$ cat config.mk
export PLATFORM = sky130hd
export DESIGN_NAME = pc_fetch
export DESIGN_NICKNAME = d
export VERILOG_FILES = /design/src/rtl/pc_fetch_pkg.sv /design/src/rtl/pc_fetch_pc_reg.sv /design/src/rtl/pc_fetch.sv
export SDC_FILE = /design/constraint.sdc
export NUM_CORES = 1
export LEC_CHECK = 0
export ABC_AREA = 1
export CORE_UTILIZATION = 46
export CTS_CLUSTER_DIAMETER = 40
export DETAILED_ROUTE_END_ITERATION = 10
export HOLD_SLACK_MARGIN = 0.08
export PLACE_DENSITY = 0.86
export SYNTH_ARGS = -nofsm -noshare
export SYNTH_HDL_FRONTEND = slang
export SYNTH_SLANG_ARGS = --single-unit
$ cat constraint.sdc
create_clock -name clk -period 9 [get_ports clk]
set_clock_uncertainty 0.1 [all_clocks]
set_input_delay 1.8 -clock clk [delete_from_list [all_inputs] [get_ports clk]]
set_output_delay 1.8 -clock clk [all_outputs]
set_load 0.01 [all_outputs]
$ cat src/rtl/pc_fetch_pkg.sv
// pc_fetch_pkg: fetch sequencer state encoding, NOP word and alignment helper.
package pc_fetch_pkg;
  typedef enum logic [2:0] {
    S_IDLE  = 3'd0,
    S_REQ   = 3'd1,
    S_WAIT  = 3'd2,
    S_VALID = 3'd3,
    S_HALT  = 3'd4
  } fetch_state_t;
  localparam logic [31:0] INST_NOP = 32'h0000_0013;
  function automatic logic is_aligned(input logic [31:0] a);
    return a[1:0] == 2'b00;
  endfunction
endpackage

$ cat src/rtl/pc_fetch_pc_reg.sv
// pc_reg: 32-bit program counter with load enable, async reset to RESET_PC.
module pc_reg #(
  parameter logic [31:0] RESET_PC = 32'h0000_0000
) (
  input  logic        clk,
  input  logic        rst,
  input  logic        i_load,
  input  logic [31:0] i_d,
  output logic [31:0] o_q
);
  logic [31:0] r_q;
  always_ff @(posedge clk or posedge rst)
    if (rst) r_q <= RESET_PC;
    else     r_q <= i_load ? i_d : r_q;
  assign o_q = r_q;
endmodule

$ cat src/rtl/pc_fetch.sv
// pc_fetch: PC register and req/gnt/rvalid instruction-fetch sequencer.
module pc_fetch
  import pc_fetch_pkg::*;
#(
  parameter logic [31:0] RESET_PC = 32'h0000_0000,
  parameter logic [31:0] NOP_INST = INST_NOP
) (
  input  logic        clk,
  input  logic        rst,
  input  logic [31:0] npc,
  input  logic        commit,
  output logic [31:0] pc,
  output logic [31:0] inst,
  output logic        inst_valid,
  output logic        imem_req,
  output logic [31:0] imem_addr,
  input  logic        imem_gnt,
  input  logic        imem_rvalid,
  input  logic [31:0] imem_rdata,
  output logic        misalign,
  output logic [31:0] instret
);
  fetch_state_t r_state;
  logic [31:0]  r_inst;
  logic [31:0]  r_instret;
  logic         r_misalign;
  logic         w_in_valid;
  logic         w_accept;
  logic         w_fault;
  logic         w_take;
  assign w_in_valid = r_state == S_VALID;
  assign w_accept   = w_in_valid & commit & is_aligned(npc);
  assign w_fault    = w_in_valid & commit & ~is_aligned(npc);
  // Data is only taken from a granted request or while waiting on one.
  assign w_take     = ((r_state == S_REQ) & imem_gnt & imem_rvalid) |
                      ((r_state == S_WAIT) & imem_rvalid);
  pc_reg #(.RESET_PC(RESET_PC)) u_pc_reg (
    .clk    (clk),
    .rst    (rst),
    .i_load (w_accept),
    .i_d    (npc),
    .o_q    (pc)
  );
  always_ff @(posedge clk or posedge rst)
    if (rst) begin
      r_state    <= S_IDLE;
      r_inst     <= NOP_INST;
      r_misalign <= 1'b0;
      r_instret  <= '0;
    end else begin
      r_inst     <= w_take ? imem_rdata : r_inst;
      r_misalign <= r_misalign | w_fault;
      r_instret  <= r_instret + 32'(w_accept);
      case (r_state)
        S_IDLE:  r_state <= S_REQ;
        S_REQ:   r_state <= imem_gnt ? (imem_rvalid ? S_VALID : S_WAIT) : S_REQ;
        S_WAIT:  r_state <= imem_rvalid ? S_VALID : S_WAIT;
        S_VALID: r_state <= commit ? (is_aligned(npc) ? S_REQ : S_HALT) : S_VALID;
        default: r_state <= S_HALT;
      endcase
    end
  assign imem_req   = r_state == S_REQ;
  assign inst_valid = w_in_valid;
  assign imem_addr  = pc;
  assign inst       = r_inst;
  assign misalign   = r_misalign;
  assign instret    = r_instret;
endmodule

; ---- Yosys cells after proc, flatten, opt, wreduce, memory -nomap -nowiden
; Cells that the tools add are included.
[word_totals]
wordCells = 25
input_bits = 69
regBits = 100
latchBits = 0
ram_bits = 0
rom_bits = 0
n_memories = 0
out_inout_bits = 131
[op_classes]
n_reduce_logical = 2
eq_ne = 3
n_shift = 0
magnitude_cmp = 0
n_addsub = 1
n_div = 0
bitwise = 9
n_mul = 0
n_mux = 5
[ops]
columns = cell, n
row1 = 32-bit by 1-bit adder with 32-bit output, 1
row2 = 3-bit case mux with 4 select lines, 1
row3 = 3-bit 2-to-1 mux, 3
row4 = 1-bit bitwise AND, 6
row5 = 3-bit by 2-bit equality test with 1-bit output (second input constant), 2
row6 = 3-bit by 1-bit equality test with 1-bit output (second input constant), 1
row7 = 3-bit zero test, 1
row8 = 2-bit zero test, 1
row9 = 1-bit OR, 2
row10 = 1-bit 2-to-1 mux, 1
row11 = 1-bit NOT, 1

; ---- Logic depth before layout (Yosys ltp)
; Gate-level depths: netlist of run 1.
[depth]
depth_word = 4
depth_mapped = 14
depth_no_buf = 13

; ---- Modules after synthesis
; A second synthesis of run 1 with hierarchy kept.
[hier_totals]
hier_cells = 561
hier_area_um2 = 4882.2
[modules_own_cells]
columns = mod, instances, seq_area_each_um2, area_each_um2, cells_each
row1 = pc_fetch, 1, 1705.4, 3585.9, 424
row2 = pc_reg, 1, 800.8, 1296.2, 137

; ---- Worst setup path after synthesis of run 1
; OpenSTA, ideal clock, no wires.
[synth_timing]
path_type = input to register
start = input port npc[1]
end = register r_instret[30], in the netlist instret[30]
slack_ns = 5.519
path_stages = 13
arrival_ns = 3.264
setup_time_ns = 0.117
t_required_ns = 8.783
n_path_buf = 1
cell_sequence = nor2_1 nand3_2 clkinv_2 buf_6 ha_1 ha_1 inv_1 nor2_2 nand2_1 nor2_4 nand2_1 nand2_1 nand2_1
[synth_via]
elab_chain_len = 3
[synth_rtl]
columns = item, line
row1 = from (decl), pc_fetch.sv:10  ; input logic [31:0] npc,
row2 = 2-bit zero test, pc_fetch_pkg.sv:12  ; return a[1:0] == 2'b00;
row3 = 1-bit bitwise AND, pc_fetch.sv:32  ; assign w_accept = w_in_valid & commit & is_aligned(npc);
row4 = 32-bit by 1-bit adder with 32-bit output, pc_fetch.sv:53  ; r_instret <= r_instret + 32'(w_accept);
row5 = to (signal assigned), pc_fetch.sv:53
row6 = to (decl), pc_fetch.sv:25  ; logic [31:0] r_instret;
; Every way passes these cells.
; A chain may end at the register's enable or synchronous reset.

; ---- Worst setup path after layout of run 1
[layout_timing]
start = input port npc[1]
end = register r_instret[18], in the netlist instret[18]
; Same word-level chain as after synthesis.

==> results.json, run 1 <==
{
  "outcome": "complete, no violations",
  "hold_viol": 0,
  "grt_start_max_net_pins": 58,
  "slew_violations": 0,
  "die-area_mm2": 0.0106,
  "fin_cells": 861,
  "period_needed_ps": 4530,
  "max_slew_margin_pct": 53.4,
  "synthMuxAreaShare_pct": 0,
  "synthDistinctLibCells": 25,
  "cts_num_sinks": 100,
  "hpwlAfterDp_mm": 9.11,
  "p_leak_nw": 3.15,
  "io_pins": 200,
  "synth_common_cells": "nand2_1, dfrtp_1, nand3_1, nor2_1, buf_4",
  "timing.fmax_ghz": 0.221,
  "wl_per_cell_um": 14.0,
  "setup_ws_ps": 4470,
  "synth_top_family_by_area": "simple AND/OR/NAND/NOR gates",
  "postCtsSetupBuffers": 0,
  "finalNetCount": 796,
  "coreArea_mm2": 0.00982,
  "clk_latency_ps": 350,
  "end_kind": "flip-flop",
  "portBuffers": 199,
  "period_share_pct": 50.3,
  "synth-xor-area-share_pct": 2.80,
  "dp_slack_ps": 4050,
  "synth_seq_cells": 100,
  "powerDensity_mw_per_mm2": 126,
  "synthCells": 560,
  "start_util_pct": 47.7,
  "routabilityCongestion": 0.893,
  "rows": 36,
  "critical_path_arrival_ps": 4670,
  "grt_pass1_wl_mm": 19.1,
  "crit_type": "in -> reg",
  "worstPathMaxFanout": 34,
  "ctsLongestPathBuffers": 2,
  "grt_antenna_before_repair": 0,
  "synth-simple-area-share_pct": 32.6,
  "layout-drive-gt1-share_pct": 5.49,
  "wl_mm": 12.0,
  "synth_compound_area_share_pct": 0.454,
  "ys.flop_type": "dfrtp_1",
  "area.growth.synth_to_final_pct": 43.6,
  "cts_tree": "done",
  "viasPerCell": 4.78,
  "whs_ps": 364,
  "synth_seq_area_share_pct": 53.5,
  "fp.dieH_um": 103,
  "dr_total_vias": 4115,
  "avgSynthCellArea_um2": 8.37,
  "clockRootBuffer": "clkbuf_8",
  "synth_top_area_share_pct": 51.8,
  "path_clk_slew_ps": 90,
  "grt.overflow.total": 0,
  "synthMostInstantiatedCell": "nand2_1",
  "synth_warnings": 0,
  "tightest_slew_ps": 699,
  "synth_adder_area_share_pct": 0.801,
  "syn-num-nets": 632,
  "firstDrtPassIters": 4,
  "total_power_uw": 846,
  "ir_drop_uv": 93.9,
  "drv_cap": 0,
  "cts_resized": 0,
  "critPathRequiredTime_ps": 9140,
  "setup_viol": 0,
  "critPathLaunchType": "input pin",
  "rsz0062_at_grt": "false",
  "syn_area_mm2": 0.00469,
  "die-width_um": 103,
  "grtUsageTotal_pct": 23.4,
  "hp-class": "reg -> reg",
  "h-tree-depth": 3,
  "synth_area_leaders": "dfrtp_1, nand2_1, buf_4, nand3_1, nor2_1",
  "drc": 0,
  "cts_buffers": 9,
  "fin_tns_setup_ps": 0,
  "synth_area_leader_cell": "dfrtp_1",
  "dp.cells": 846,
  "ctsHoldBuffers": 0,
  "synth-edff-count": 0,
  "grt_pass1_vias": 4175,
  "async_flop_share_pct": 100,
  "num_antenna_cells": 0,
  "ant_nets": 0,
  "drt_iter0_markers": 157
}
==> path summary, 6_finish.rpt <==
| path | startpoint | to | slack [ps] | cells after the start |
|---|---|---|---|---|
| worst max-delay path | npc[1] | instret[18] | 4470 | 13 |
| worst min-delay path | inst[0] | inst[0] | 360 | 2 |
| worst max register to register | r_state[0] | instret[18] | 5870 | 13 |
| worst min register to register | inst[0] | inst[0] | 360 | 2 |
| max in group asynchronous | rst | instret[10] | 5950 | 3 |
| min in group asynchronous | rst | u_pc_reg.o_q[2] | 1740 | 2 |
==> state kept, by name, indices dropped and copies added (netlist names) <==
signal,flops
u_pc_reg.o_q,32
inst,32
r_state,3
misalign,1
instret,32
==> routing by layer <==
metal	GRT usage (%)	up-vias	share of wire, %
met5	0	-	0
met3	5.97	10	6.1
met2	41.6	155	53
li1	-	2007	-
met4	7.04	0	1.0
met1	28.0	1943	40
==> stage by stage <==
stage	cell area [µm²]	util (%)
after global routing	6730	68.5
after CTS	6730	68.5
after global placement	6510	66.3
after floorplan	4690	-
final	6730	68.5
after detailed placement	6510	66.3
==> cell type report <==
type	count	area, µm²
fill	798	3090
sequential	100	2510
timing repair buffer	201	2010
multi-input combinational	384	1720
tap	133	166
clock buffer	10	138
inverter	28	109
clock inverter	5	83.8
==> cells in the final DEF (no fill, tap or decap), drive strengths merged, types with 3 or more instances in the layout <==
| cell type | n |
|---|---|
| clkbuf | 10 |
| clkdlybuf4s50 | 199 |
| dfrtp | 97 |
| dfstp | 3 |
| ha | 3 |
| inv | 28 |
| nand2 | 260 |
| nand3 | 43 |
| nand3b | 8 |
| nor2 | 51 |
| xnor2 | 4 |
| xor2 | 11 |
==> report_power, final <==
group | switching (mW) | internal, mW | total (mW) | leakage, nW
combinational | 0.0260 | 0.0412 | 0.0671 | 1.72
clock | 0.154 | 0.164 | 0.318 | 0.105
sequential | 0.00441 | 0.457 | 0.461 | 1.33
total | 0.184 | 0.662 | 0.846 | 3.15
==> logic make-up (layout without fill, tap and decap cells) <==
group | count (synthesis) | after routing
DFF | 100 | 100
adders and majority gates | 3 | 3
xor gates and xnor gates | 15 | 15
AOI/OAI and AO/OA | 3 | 3
buffers and inverters | 76 | 244
and+or+nand+nor | 363 | 363
==> critical path, stage by stage <==
cell and delay [ps]:
clkdlybuf4s50_1 390, nor2_1 200, nand3_2 510, clkinv_2 560
ha_1 260, ha_1 180, inv_1 70, nor2_2 180
nand2_2 150, nor2_2 180, nand2_1 70, nand2_1 60
nand2_1 50
Power figures use the tool's default switching activity.
==> inputs of run 2 (changes only) <==
- CORE_UTILIZATION: 46 -> 43
- PLACE_DENSITY: 0.86 -> 0.81
- clock period: 9 -> 4.5 ns (I/O delays scaled with it)
==> results.json, run 2 (synthesis results as in run 1) <==
{
  "timing.fmax_ghz": 0.300,
  "num_antenna_cells": 0,
  "rows": 37,
  "finalNetCount": 798,
  "nFillCells": 866,
  "cts_buffers": 9,
  "max_slew_margin_pct": 64.6,
  "ir_drop_uv": 156,
  "setup_ws_ps": 1160,
  "cts_resized": 0,
  "worstPathMaxFanout": 34,
  "switching_share_pct": 24.6,
  "dr_total_vias": 4141,
  "slowest_delay_ps": 390,
  "period_share_pct": 74.1,
  "critPathRequiredTime_ps": 4650,
  "clockRootBuffer": "clkbuf_8",
  "coreArea_mm2": 0.0105,
  "p_sw_uw": 395,
  "slowest_stage": "clkdlybuf4s50_1",
  "ctsLongestPathBuffers": 2,
  "ctsHoldBuffers": 0,
  "dp_slack_ps": 792,
  "die-width_um": 106,
  "routabilityCongestion": 0.850,
  "cp.depth": 14,
  "grt.overflow.total": 0,
  "final_area_mm2": 0.00672,
  "period_needed_ps": 3340,
  "viasPerCell": 4.78,
  "critPathLaunchType": "input pin",
  "io_pins": 200,
  "start_util_pct": 44.8,
  "setup_viol": 0,
  "drt_iter0_markers": 195,
  "layout-drive-gt1-share_pct": 5.88,
  "r2r_start": "r_state[0]",
  "seqPwrFrac_pct": 57.4,
  "h-tree-depth": 3,
  "cts_tree": "done",
  "outcome": "complete, no violations",
  "final_common_cell": "nand2_1",
  "slew_violations": 0,
  "wl_mm": 11.9,
  "grt_antenna_before_repair": 0,
  "grt_pass1_wl_mm": 19.1,
  "end_kind": "flip-flop",
  "postCtsSetupBuffers": 0,
  "grtUsageTotal_pct": 21.5,
  "critPathMostFrequentCell": "nand2_1",
  "ff2ff_setup_slack_ps": 1650,
  "p_leak_nw": 3.15,
  "portBuffers": 199,
  "hpwlAfterDp_mm": 9.12,
  "worstHoldStart": "inst[1]",
  "grt_pass1_vias": 4075,
  "crit_type": "in -> reg",
  "drv_cap": 0,
  "fp.dieH_um": 106,
  "die-area_mm2": 0.0113,
  "hold_viol": 0,
  "wl_per_cell_um": 13.7,
  "path_cells": "clkdlybuf4s50_1 -> nor2_1 -> nand3_2 -> buf_4 -> clkinv_2 -> ha_1 -> ha_1 -> inv_1 -> nor2_2 -> nand2_1 -> nor2_4 -> nand2_1 -> nand2_1 -> nand2_1",
  "grt_start_max_net_pins": 44,
  "area.growth.synth_to_final_pct": 43.4,
  "rsz0062_at_grt": "false",
  "layout_common_cells": "nand2_1, clkdlybuf4s50_1, dfrtp_1",
  "fin_tns_setup_ps": 0,
  "holdPathEnd": "inst[1]",
  "min_path_cells": 2,
  "cp_top_family": "buffers and inverters",
  "r2r-end": "instret[22]",
  "p_comb_share_pct": 8.4,
  "internal_power_mw": 1.21,
  "hp-class": "reg -> reg",
  "clk_latency_ps": 360,
  "critical_path_arrival_ps": 3490,
  "ant_nets": 0,
  "powerDensity_mw_per_mm2": 239,
  "r2r_cells": 14,
  "firstDrtPassIters": 5,
  "tightest_slew_ps": 531,
  "cts_num_sinks": 100,
  "path_clk_slew_ps": 100,
  "cp_num_buf_inv": 4,
  "drc": 0,
  "dpl-instance-area_mm2": 0.00653,
  "clkPwrFrac_pct": 34.1
}
==> run 2: power by group through the flow <==
stage          combinational (mW)  sequential (mW)  clock, mW
4_1_cts                     0.138            0.923      0.566
2_1_floorplan              0.0288            0.946          0
6_report                    0.136            0.923      0.548
3_5_place_dp                0.138            0.939          0
3_3_place_gp                0.135            0.939          0
5_1_grt                     0.148            0.925      0.605
==> run 2: per-layer routing <==
layer / global-route usage (%) / wire length (µm) / up-vias
li1: - / - / 2019
met1: 26.1 / 4820 / 1948
met2: 37.4 / 6140 / 158
met3: 6.13 / 758 / 16
met4: 5.36 / 164 / 0
met5: 0 / 0 / -
==> run 2: metrics by stage <==
step / util [%] / hold slack, ps / total power, mW / instances
detailed placement: 62.4 / 359 / 1.08 / 851
CTS: 64.2 / 377 / 1.63 / 867
finish: 64.2 / 374 / 1.61 / 867
floorplan: - / 367 / 0.975 / 560
global placement: 62.4 / 352 / 1.07 / 851
global route: 64.2 / 394 / 1.68 / 867
==> run 2: how the worst max path moves through the flow <==
stage,to,from
global route,instret[28],npc[1]
detailed placement,instret[22],npc[1]
finish,instret[22],npc[1]
floorplan,inst[10],rst
global placement,instret[20],npc[1]
CTS,instret[22],npc[1]
==> run 2: final cells by class <==
type	count	area (µm²)	share of cell area, %
well taps	136	170	2.53
inverters	28	109	1.62
multi-input cells	384	1720	25.6
clock buffers	9	124	1.84
clock inverters	7	70.1	1.04
flip-flops and latches	100	2510	37.3
repair buffers	203	2020	30.1
==> run 2: worst reg2reg max path, stage by stage (launching register included) <==
cell and delay (ps):
dfrtp_1 450, nand2_2 100, nor2_4 140, nand3_2 70
buf_4 240, clkinv_2 360, ha_1 270, ha_1 200
inv_1 80, nor2_2 200, nand2_1 150, nor2_4 180
nand2_1 80, nand2_1 80, nand2_1 50
==> inputs of run 3 (changes only) <==
- clock period: 4.5 -> 3.27 ns (I/O delays scaled with it)
==> results.json, run 3 (synthesis results as in run 1) <==
{
  "outcome": "complete, no violations",
  "finalNetCount": 799,
  "hold_viol": 0,
  "postCtsSetupBuffers": 0,
  "grt_pass1_vias": 4110,
  "die-area_mm2": 0.0113,
  "drc": 0,
  "slew_violations": 0,
  "max_slew_margin_pct": 63.4,
  "num_antenna_cells": 0,
  "ctsLongestPathBuffers": 2,
  "ant_nets": 0,
  "grt_antenna_before_repair": 0,
  "h-tree-depth": 3,
  "ir_drop_uv": 227,
  "period_needed_ps": 2440,
  "rows": 37,
  "period_share_pct": 74.8,
  "critPathLaunchType": "input pin",
  "path_clk_slew_ps": 90,
  "layout-drive-gt1-share_pct": 5.88,
  "grt.overflow.total": 0,
  "fin_tns_setup_ps": 0,
  "grt_start_max_net_pins": 101,
  "powerDensity_mw_per_mm2": 331,
  "routabilityCongestion": 0.904,
  "critical_path_arrival_ps": 2590,
  "area.growth.synth_to_final_pct": 43.8,
  "layout_common_cells": "nand2_1, clkdlybuf4s50_1, dfrtp_1",
  "setup_viol": 0,
  "io_pins": 200,
  "drv_cap": 0,
  "coreArea_mm2": 0.0105,
  "setup_ws_ps": 826,
  "drt_iter0_markers": 191,
  "grt_pass1_wl_mm": 19.8,
  "dp_slack_ps": 448,
  "wl_per_cell_um": 14.0,
  "cts_buffers": 9,
  "tightest_slew_ps": 549,
  "wl_mm": 12.2,
  "final_common_cell": "nand2_1",
  "fp.dieH_um": 106,
  "hp-class": "reg -> reg",
  "clk_latency_ps": 360,
  "dr_total_vias": 4143,
  "cts_resized": 0,
  "clockRootBuffer": "clkbuf_8",
  "ff2ff_setup_slack_ps": 1010,
  "viasPerCell": 4.78,
  "cts_tree": "done",
  "hpwlAfterDp_mm": 9.15,
  "grtUsageTotal_pct": 22.2,
  "worstPathMaxFanout": 33,
  "firstDrtPassIters": 4,
  "crit_type": "in -> reg",
  "p_leak_nw": 3.16,
  "ctsHoldBuffers": 0,
  "end_kind": "flip-flop",
  "critPathRequiredTime_ps": 3420,
  "timing.fmax_ghz": 0.409,
  "nFillCells": 879,
  "start_util_pct": 44.8,
  "rsz0062_at_grt": "false",
  "die-width_um": 106,
  "cts_num_sinks": 100,
  "portBuffers": 199
}
run 3: cell types whose count changed in the layout (fill, tap and decap cells not counted):
cell,delta
buf_12,+1
bufinv_16,+1
clkinv_2,+2
clkinv_4,-1
clkinv_8,-1
clkinvlp_4,+1
inv_4,-1
inv_6,-1
inv_8,-1
run 3: report_power, final:
group          leakage (nW)  switching (mW)  internal, mW
Combinational          1.73          0.0726         0.116
Sequential             1.33          0.0118          1.26
Clock                0.0955           0.423         0.351
Total                  3.16           0.507          1.72
run 3: stage by stage:
| stage | power (mW) | cells | util (%) | hold WS [ps] | cell area [µm²] |
|---|---|---|---|---|---|
| 3_3_place_gp | 1.48 | 852 | 62.6 | 352 | 6550 |
| 4_1_cts | 2.26 | 867 | 64.4 | 373 | 6740 |
| 5_1_grt | 2.32 | 867 | 64.4 | 400 | 6740 |
| 3_5_place_dp | 1.48 | 852 | 62.6 | 359 | 6550 |
| 6_report | 2.23 | 867 | 64.4 | 369 | 6740 |
| 2_1_floorplan | 1.34 | 560 | - | 367 | 4690 |
run 3: path summary, 6_finish.rpt:
kind | from | endpoint | cells past startpoint
hold reg to reg | inst[4] | inst[4] | 2
setup reg to reg | r_state[1] | instret[25] | 13
max in group asynchronous | rst | u_pc_reg.o_q[17] | 3
hold / removal | inst[4] | inst[4] | 2
setup / recovery | npc[1] | instret[25] | 13
min in group asynchronous | rst | u_pc_reg.o_q[2] | 3
run 3: layout make-up:
cell class / instances / area, µm² / share of cell area [%]
timing repair buffer: 204 / 2040 / 30.3
clock buffer: 9 / 124 / 1.84
clock inverter: 6 / 65.1 / 0.966
multi-input combinational: 384 / 1720 / 25.5
tap: 136 / 170 / 2.53
sequential: 100 / 2510 / 37.2
inverter: 28 / 110 / 1.63
run 3: metal layers:
metal / track usage (%) / share of wire, %
met4: 6.55 / 1.4
met1: 26.9 / 41
met3: 5.21 / 7.0
met2: 38.9 / 51
met5: 0 / 0
run 3: critical path, stage by stage:
cell and delay [ps]:
clkdlybuf4s50_1 400, nor2_1 170, nand3_2 110, clkinv_2 60, buf_4 300, ha_1 210
inv_1 40, nor2_1 90, nand2_1 140, nor2_1 220, nand2_1 90, nand2_1 60
nand2_1 50
